<file path="src/rtl/fmul_arbiter.sv">
// fmul_arbiter: round-robin arbiter sharing one combinational single-precision multiplier among N_REQ requesters.
// fmul flushes subnormal inputs/results to zero and rounds to nearest-even.
module fmul (
    input  logic [31:0] a_in,
    input  logic [31:0] b_in,
    output logic [31:0] result
);
    logic              sign, a_nan, b_nan, a_inf, b_inf, a_zero, b_zero;
    logic [47:0]       prod;
    logic [22:0]       mant;
    logic              guard, sticky, inc;
    logic [23:0]       mant_r;
    logic signed [9:0] exp_s;
    always_comb begin
        sign   = a_in[31] ^ b_in[31];
        a_nan  = (&a_in[30:23]) && (|a_in[22:0]);
        b_nan  = (&b_in[30:23]) && (|b_in[22:0]);
        a_inf  = (&a_in[30:23]) && !(|a_in[22:0]);
        b_inf  = (&b_in[30:23]) && !(|b_in[22:0]);
        a_zero = !(|a_in[30:23]);
        b_zero = !(|b_in[30:23]);
        prod   = 48'({1'b1, a_in[22:0]}) * 48'({1'b1, b_in[22:0]});
        mant   = prod[47] ? prod[46:24] : prod[45:23];
        guard  = prod[47] ? prod[23] : prod[22];
        sticky = prod[47] ? |prod[22:0] : |prod[21:0];
        inc    = guard & (sticky | mant[0]);
        mant_r = {1'b0, mant} + 24'(inc);
        exp_s  = $signed({2'b0, a_in[30:23]}) + $signed({2'b0, b_in[30:23]}) - 10'sd127
               + $signed({9'b0, prod[47]}) + $signed({9'b0, mant_r[23]});
        result = (a_nan || b_nan || ((a_inf || b_inf) && (a_zero || b_zero))) ? 32'h7FC0_0000
               : (a_inf || b_inf)     ? {sign, 8'hFF, 23'b0}
               : (a_zero || b_zero)   ? {sign, 31'b0}
               : (exp_s >= 10'sd255)  ? {sign, 8'hFF, 23'b0}
               : (exp_s <= 10'sd0)    ? {sign, 31'b0}
               : {sign, exp_s[7:0], mant_r[22:0]};
    end
endmodule

module fmul_arbiter #(
    parameter int BIT_W = 32,
    parameter int N_REQ = 4
) (
    input  logic                   clk,
    input  logic                   rst,
    input  logic [N_REQ-1:0]       req_valid,
    output logic [N_REQ-1:0]       req_ready,
    input  logic [N_REQ*BIT_W-1:0] req_a,
    input  logic [N_REQ*BIT_W-1:0] req_b,
    output logic [N_REQ-1:0]       rsp_valid,
    output logic [BIT_W-1:0]       rsp_data,
    output logic                   busy,
    output logic [15:0]            op_count
);
    localparam int IW = $clog2(N_REQ);
    logic [IW-1:0]    ptr_q, ptr_d, id_q, id_d, gnt_idx, idx;
    logic             gnt_found, accept, s1_vld_q, s1_vld_d;
    logic [BIT_W-1:0] a_q, a_d, b_q, b_d, a_sel, b_sel, prod, rsp_data_q, rsp_data_d;
    logic [N_REQ-1:0] rsp_valid_q, rsp_valid_d;
    logic [15:0]      cnt_q, cnt_d;

    // Scan from ptr+1 upward with wrap; the first valid requester wins.
    always_comb begin
        gnt_found = 1'b0;
        gnt_idx   = ptr_q;
        idx       = '0;
        for (int k = 1; k <= N_REQ; k++) begin
            idx = IW'((int'(ptr_q) + k) % N_REQ);
            if (!gnt_found && req_valid[idx]) begin
                gnt_found = 1'b1;
                gnt_idx   = idx;
            end
        end
        accept    = gnt_found && !rst;
        req_ready = accept ? N_REQ'(1) << gnt_idx : '0;
    end

    always_comb begin
        a_sel = '0;
        b_sel = '0;
        for (int i = 0; i < N_REQ; i++) begin
            if (gnt_idx == IW'(i)) begin
                a_sel = req_a[i*BIT_W +: BIT_W];
                b_sel = req_b[i*BIT_W +: BIT_W];
            end
        end
    end

    fmul u_fmul (
        .a_in  (a_q),
        .b_in  (b_q),
        .result(prod)
    );

    always_comb begin
        ptr_d       = accept ? gnt_idx : ptr_q;
        s1_vld_d    = accept;
        a_d         = accept ? a_sel : a_q;
        b_d         = accept ? b_sel : b_q;
        id_d        = accept ? gnt_idx : id_q;
        rsp_valid_d = s1_vld_q ? N_REQ'(1) << id_q : '0;
        rsp_data_d  = s1_vld_q ? prod : rsp_data_q;
        cnt_d       = cnt_q + 16'(accept);
    end

    always_ff @(posedge clk) begin
        if (rst) begin
            ptr_q       <= IW'(N_REQ - 1);
            s1_vld_q    <= 1'b0;
            a_q         <= '0;
            b_q         <= '0;
            id_q        <= '0;
            rsp_valid_q <= '0;
            rsp_data_q  <= '0;
            cnt_q       <= '0;
        end else begin
            ptr_q       <= ptr_d;
            s1_vld_q    <= s1_vld_d;
            a_q         <= a_d;
            b_q         <= b_d;
            id_q        <= id_d;
            rsp_valid_q <= rsp_valid_d;
            rsp_data_q  <= rsp_data_d;
            cnt_q       <= cnt_d;
        end
    end

    assign rsp_valid = rsp_valid_q;
    assign rsp_data  = rsp_data_q;
    assign busy      = s1_vld_q | (|rsp_valid_q);
    assign op_count  = cnt_q;
endmodule

</file>
<file path="config.mk">
export PLATFORM = sky130hd
export DESIGN_NAME = fmul_arbiter
export DESIGN_NICKNAME = d
export VERILOG_FILES = /design/src/rtl/fmul_arbiter.sv
export SDC_FILE = /design/constraint.sdc
export NUM_CORES = 2
export LEC_CHECK = 0
export ABC_AREA = 1
export ABC_CLOCK_PERIOD_IN_PS = 16200
export BUFFER_PORTS_ARGS = -buffer_cell sky130_fd_sc_hd__buf_2
export CAP_MARGIN = 15
export CORE_MARGIN = 2
export CORE_UTILIZATION = 37
export DETAILED_ROUTE_END_ITERATION = 12
export PLACE_DENSITY = 0.65
export SYNTH_ARGS = -nofsm -noshare
export SYNTH_HDL_FRONTEND = slang
export SYNTH_SLANG_ARGS = --single-unit
</file>
<file path="constraint.sdc">
create_clock -name clk -period 16.2 [get_ports clk]
set_clock_uncertainty 0.05 [all_clocks]
set_input_delay 2.43 -clock clk [delete_from_list [all_inputs] [get_ports clk]]
set_output_delay 2.43 -clock clk [all_outputs]
set_load 0.05 [all_outputs]
</file>
==> metrics.txt <==
total number of vias 26,500; total non-filler cell area in the finished layout 0.0320 mm²; clock buffers created by TritonCTS 17; proportion of register bits with asynchronous set or reset after synthesis 0; clock slew at the register clock pins of the worst setup and hold paths 0.08 ns; die outline width 284 µm; first drt pass iteration count 6; final critical path time including I/O delays and setup 10.64 ns; number of top-level pins 319; final setup violation count 0; element type at the critical path start register; Placed Area 0.0314 mm²; most prevalent standard cell on the critical path sky130_fd_sc_hd__fa_1; total buffers and inverters traversed by the critical path 9; # port buffers 318; part of the Yosys area used for sequential elements 0.0837; total negative slack 0 ns; Sink Count 121; max_cap viols 0; critical path type register to register; synthesized area 0.0289 mm²; Worst Hold Launch id_q[0]; number of nets with antenna violations after detailed routing 0; Hold Crit Class register to register; final hold vios 0; Synth Area per Inst 6.83 µm²; combinational family with the most area after synthesis adder cells; iteration-0 DRC count of the detailed router 1,796; fmax 0.0940 GHz; area of the core region 0.0775 mm²; overall die area 0.0804 mm²; fraction of final layout cells with drive strength greater than 1 0.106; area growth from synthesis to layout 10.5%; worst relative slew slack 0.201; syn nets 5,170; top fanout value on the critical path 37; final net count 5,349; adder-cell share of the synthesized area 0.416; global-route wire length before repair 146,000 µm; Detailed Route WL 88,400 µm; clock latency at the later pin of the worst-skew pair 0.48 ns; Worst setup EP type register; Total GRT Usage 0.226; unrepaired setup endpoints after global routing false; number of flops mapped to enable cells by yosys 0; mean routed wirelength per cell 16.2 µm; final max-slew violation count 0; pin count of the biggest net entering global routing 64; post-synthesis instance total 4,236; delay of the slowest cell on the worst path 1.03 ns; total of warnings raised by yosys 0; row count 102; Chip Height 284 µm; RePlAce Congestion 0.962; share of the synthesized area in compound gates (AO/OA/AOI/OAI) 0.0672; Hold Buf Count CTS 0; required time of the worst setup path 16.53 ns; number of vias per cell 4.85; simple-gate area share of the yosys netlist 0.253; most instantiated flip-flop cell in the synthesis netlist sky130_fd_sc_hd__dfxtp_1; maximum count of clock buffers along a single path 2; CP arrival 10.97 ns; number of antenna violations at the first check in global routing 2; dominant delay contributor by cell family on the critical path adder cells; setup repair bufs after CTS 0; Worst setup startpoint b_q[0]; Critical Path Slowest Stage Cell sky130_fd_sc_hd__dfxtp_1; share of synthesized area spent on multiplexers 0; Worst Max-Slew Pin Slew 1.20 ns; result of the run finished, final reports clean; number of distinct library cell variants in the gate-level netlist after synthesis 53; root buffer selected by CTS sky130_fd_sc_hd__clkbuf_16; detailed-placement wirelength estimate 73,000 µm; via count of the first global-routing pass 27,600; total number of H-tree levels 4; Worst R2R Start b_q[0]; overall overflow remaining after global route 0; effective utilization at floorplan 0.373; fin crit share 0.657; register bit total from synthesis 121; count of cells resized by post-cts repair 0; share of the synthesized netlist area taken by xor and xnor gates 0.0106; remaining routing DRC violations 0; TritonCTS clock tree built
## per-stage QoR
step / utilization / setup slack [ns] / std cells / hold WS (ns)
after global routing: 0.413 / 4.78 / 5470 / 0.429
after detailed placement: 0.405 / 5.62 / 5435 / 0.389
final: 0.413 / 5.56 / 5470 / 0.407
after global placement: 0.405 / 5.86 / 5435 / 0.392
after floorplan: - / 7.05 / 4236 / 0.364
after CTS: 0.412 / 5.56 / 5467 / 0.405
## per-layer routing
metal  track usage  routed length (µm)  share of wire
met5             0                   0              0
met4        0.0806                3000          0.034
met3        0.0244                4510          0.051
met2         0.412               44900           0.51
met1         0.275               36000           0.41
## cells in the mapped netlist (17+ instances only)
library cell / n / area [µm²]
sky130_fd_sc_hd__nand4_1: 34 / 213
sky130_fd_sc_hd__a22o_1: 28 / 245
sky130_fd_sc_hd__nand3_1: 136 / 681
sky130_fd_sc_hd__a41oi_1: 17 / 149
sky130_fd_sc_hd__a31oi_1: 23 / 144
sky130_fd_sc_hd__nand2_1: 1317 / 4940
sky130_fd_sc_hd__a21oi_1: 144 / 721
sky130_fd_sc_hd__nor2_1: 199 / 747
sky130_fd_sc_hd__xor2_1: 25 / 219
sky130_fd_sc_hd__nand2_2: 26 / 163
sky130_fd_sc_hd__inv_1: 1081 / 4060
sky130_fd_sc_hd__ha_1: 188 / 2350
sky130_fd_sc_hd__fa_1: 484 / 9690
sky130_fd_sc_hd__clkbuf_1: 178 / 668
sky130_fd_sc_hd__o21ai_0: 65 / 325
sky130_fd_sc_hd__dfxtp_1: 121 / 2420
## layout make-up
class / count / area (µm²)
clock inverters: 15 / 166
inverters: 1089 / 4090
multi-input cells: 2824 / 21600
repair buffers: 362 / 1930
clock buffers: 17 / 425
well taps: 1040 / 1300
diodes: 2 / 5.00
flip-flops and latches: 121 / 2420
fillers: 8110 / 45500
## registers in the layout, indices dropped and copies added (netlist names)
signal,count
a_q,32
b_q,32
id_q,2
op_count,16
ptr_q,2
rsp_data,32
rsp_valid,4
s1_vld_q,1
## logic make-up (layout without fill, tap and decap cells)
group	after synthesis	in the layout
simple gates	1789	1789
xor+xnor	35	35
buf+inv	1291	1483
other cells	0	2
fa+ha+maj	672	672
compound gates	328	328
flops	121	121
## cells in the final DEF (no fill, tap or decap), types with 3 or more instances in the layout
master,Yosys,routed
sky130_fd_sc_hd__a21oi_1,144,144
sky130_fd_sc_hd__a221oi_1,7,7
sky130_fd_sc_hd__a22o_1,28,28
sky130_fd_sc_hd__a22oi_1,5,5
sky130_fd_sc_hd__a31oi_1,23,23
sky130_fd_sc_hd__a41oi_1,17,17
sky130_fd_sc_hd__buf_2,7,318
sky130_fd_sc_hd__buf_4,3,43
sky130_fd_sc_hd__clkbuf_16,0,17
sky130_fd_sc_hd__dfxtp_1,121,121
sky130_fd_sc_hd__fa_1,484,484
sky130_fd_sc_hd__ha_1,188,188
sky130_fd_sc_hd__inv_1,1081,1081
sky130_fd_sc_hd__inv_2,7,7
sky130_fd_sc_hd__inv_6,0,4
sky130_fd_sc_hd__inv_8,0,8
sky130_fd_sc_hd__nand2_1,1317,1316
sky130_fd_sc_hd__nand2_2,26,27
sky130_fd_sc_hd__nand2_4,6,6
sky130_fd_sc_hd__nand3_1,136,136
sky130_fd_sc_hd__nand4_1,34,34
sky130_fd_sc_hd__nor2_1,199,197
sky130_fd_sc_hd__nor2_2,15,14
sky130_fd_sc_hd__nor2_4,6,9
sky130_fd_sc_hd__nor3_1,16,16
sky130_fd_sc_hd__nor4_1,15,15
sky130_fd_sc_hd__o211ai_1,3,3
sky130_fd_sc_hd__o21a_1,4,4
sky130_fd_sc_hd__o21ai_0,65,65
sky130_fd_sc_hd__o21ai_1,14,14
sky130_fd_sc_hd__o21bai_1,6,6
sky130_fd_sc_hd__o22ai_1,3,3
sky130_fd_sc_hd__or2_1,4,4
sky130_fd_sc_hd__or2_2,3,3
sky130_fd_sc_hd__xnor2_1,10,10
sky130_fd_sc_hd__xor2_1,25,25
## worst paths after layout
check            endpoint  slack [ns]  cells after the start
max          rsp_data[12]        5.56                     43
max reg2reg  rsp_data[12]        5.56                     43
min reg2reg  rsp_valid[2]        0.41                      1
min          rsp_valid[2]        0.41                      1
Power is not shown: default switching activity piles up to over one toggle a cycle in this logic, so the estimate is an artifact.
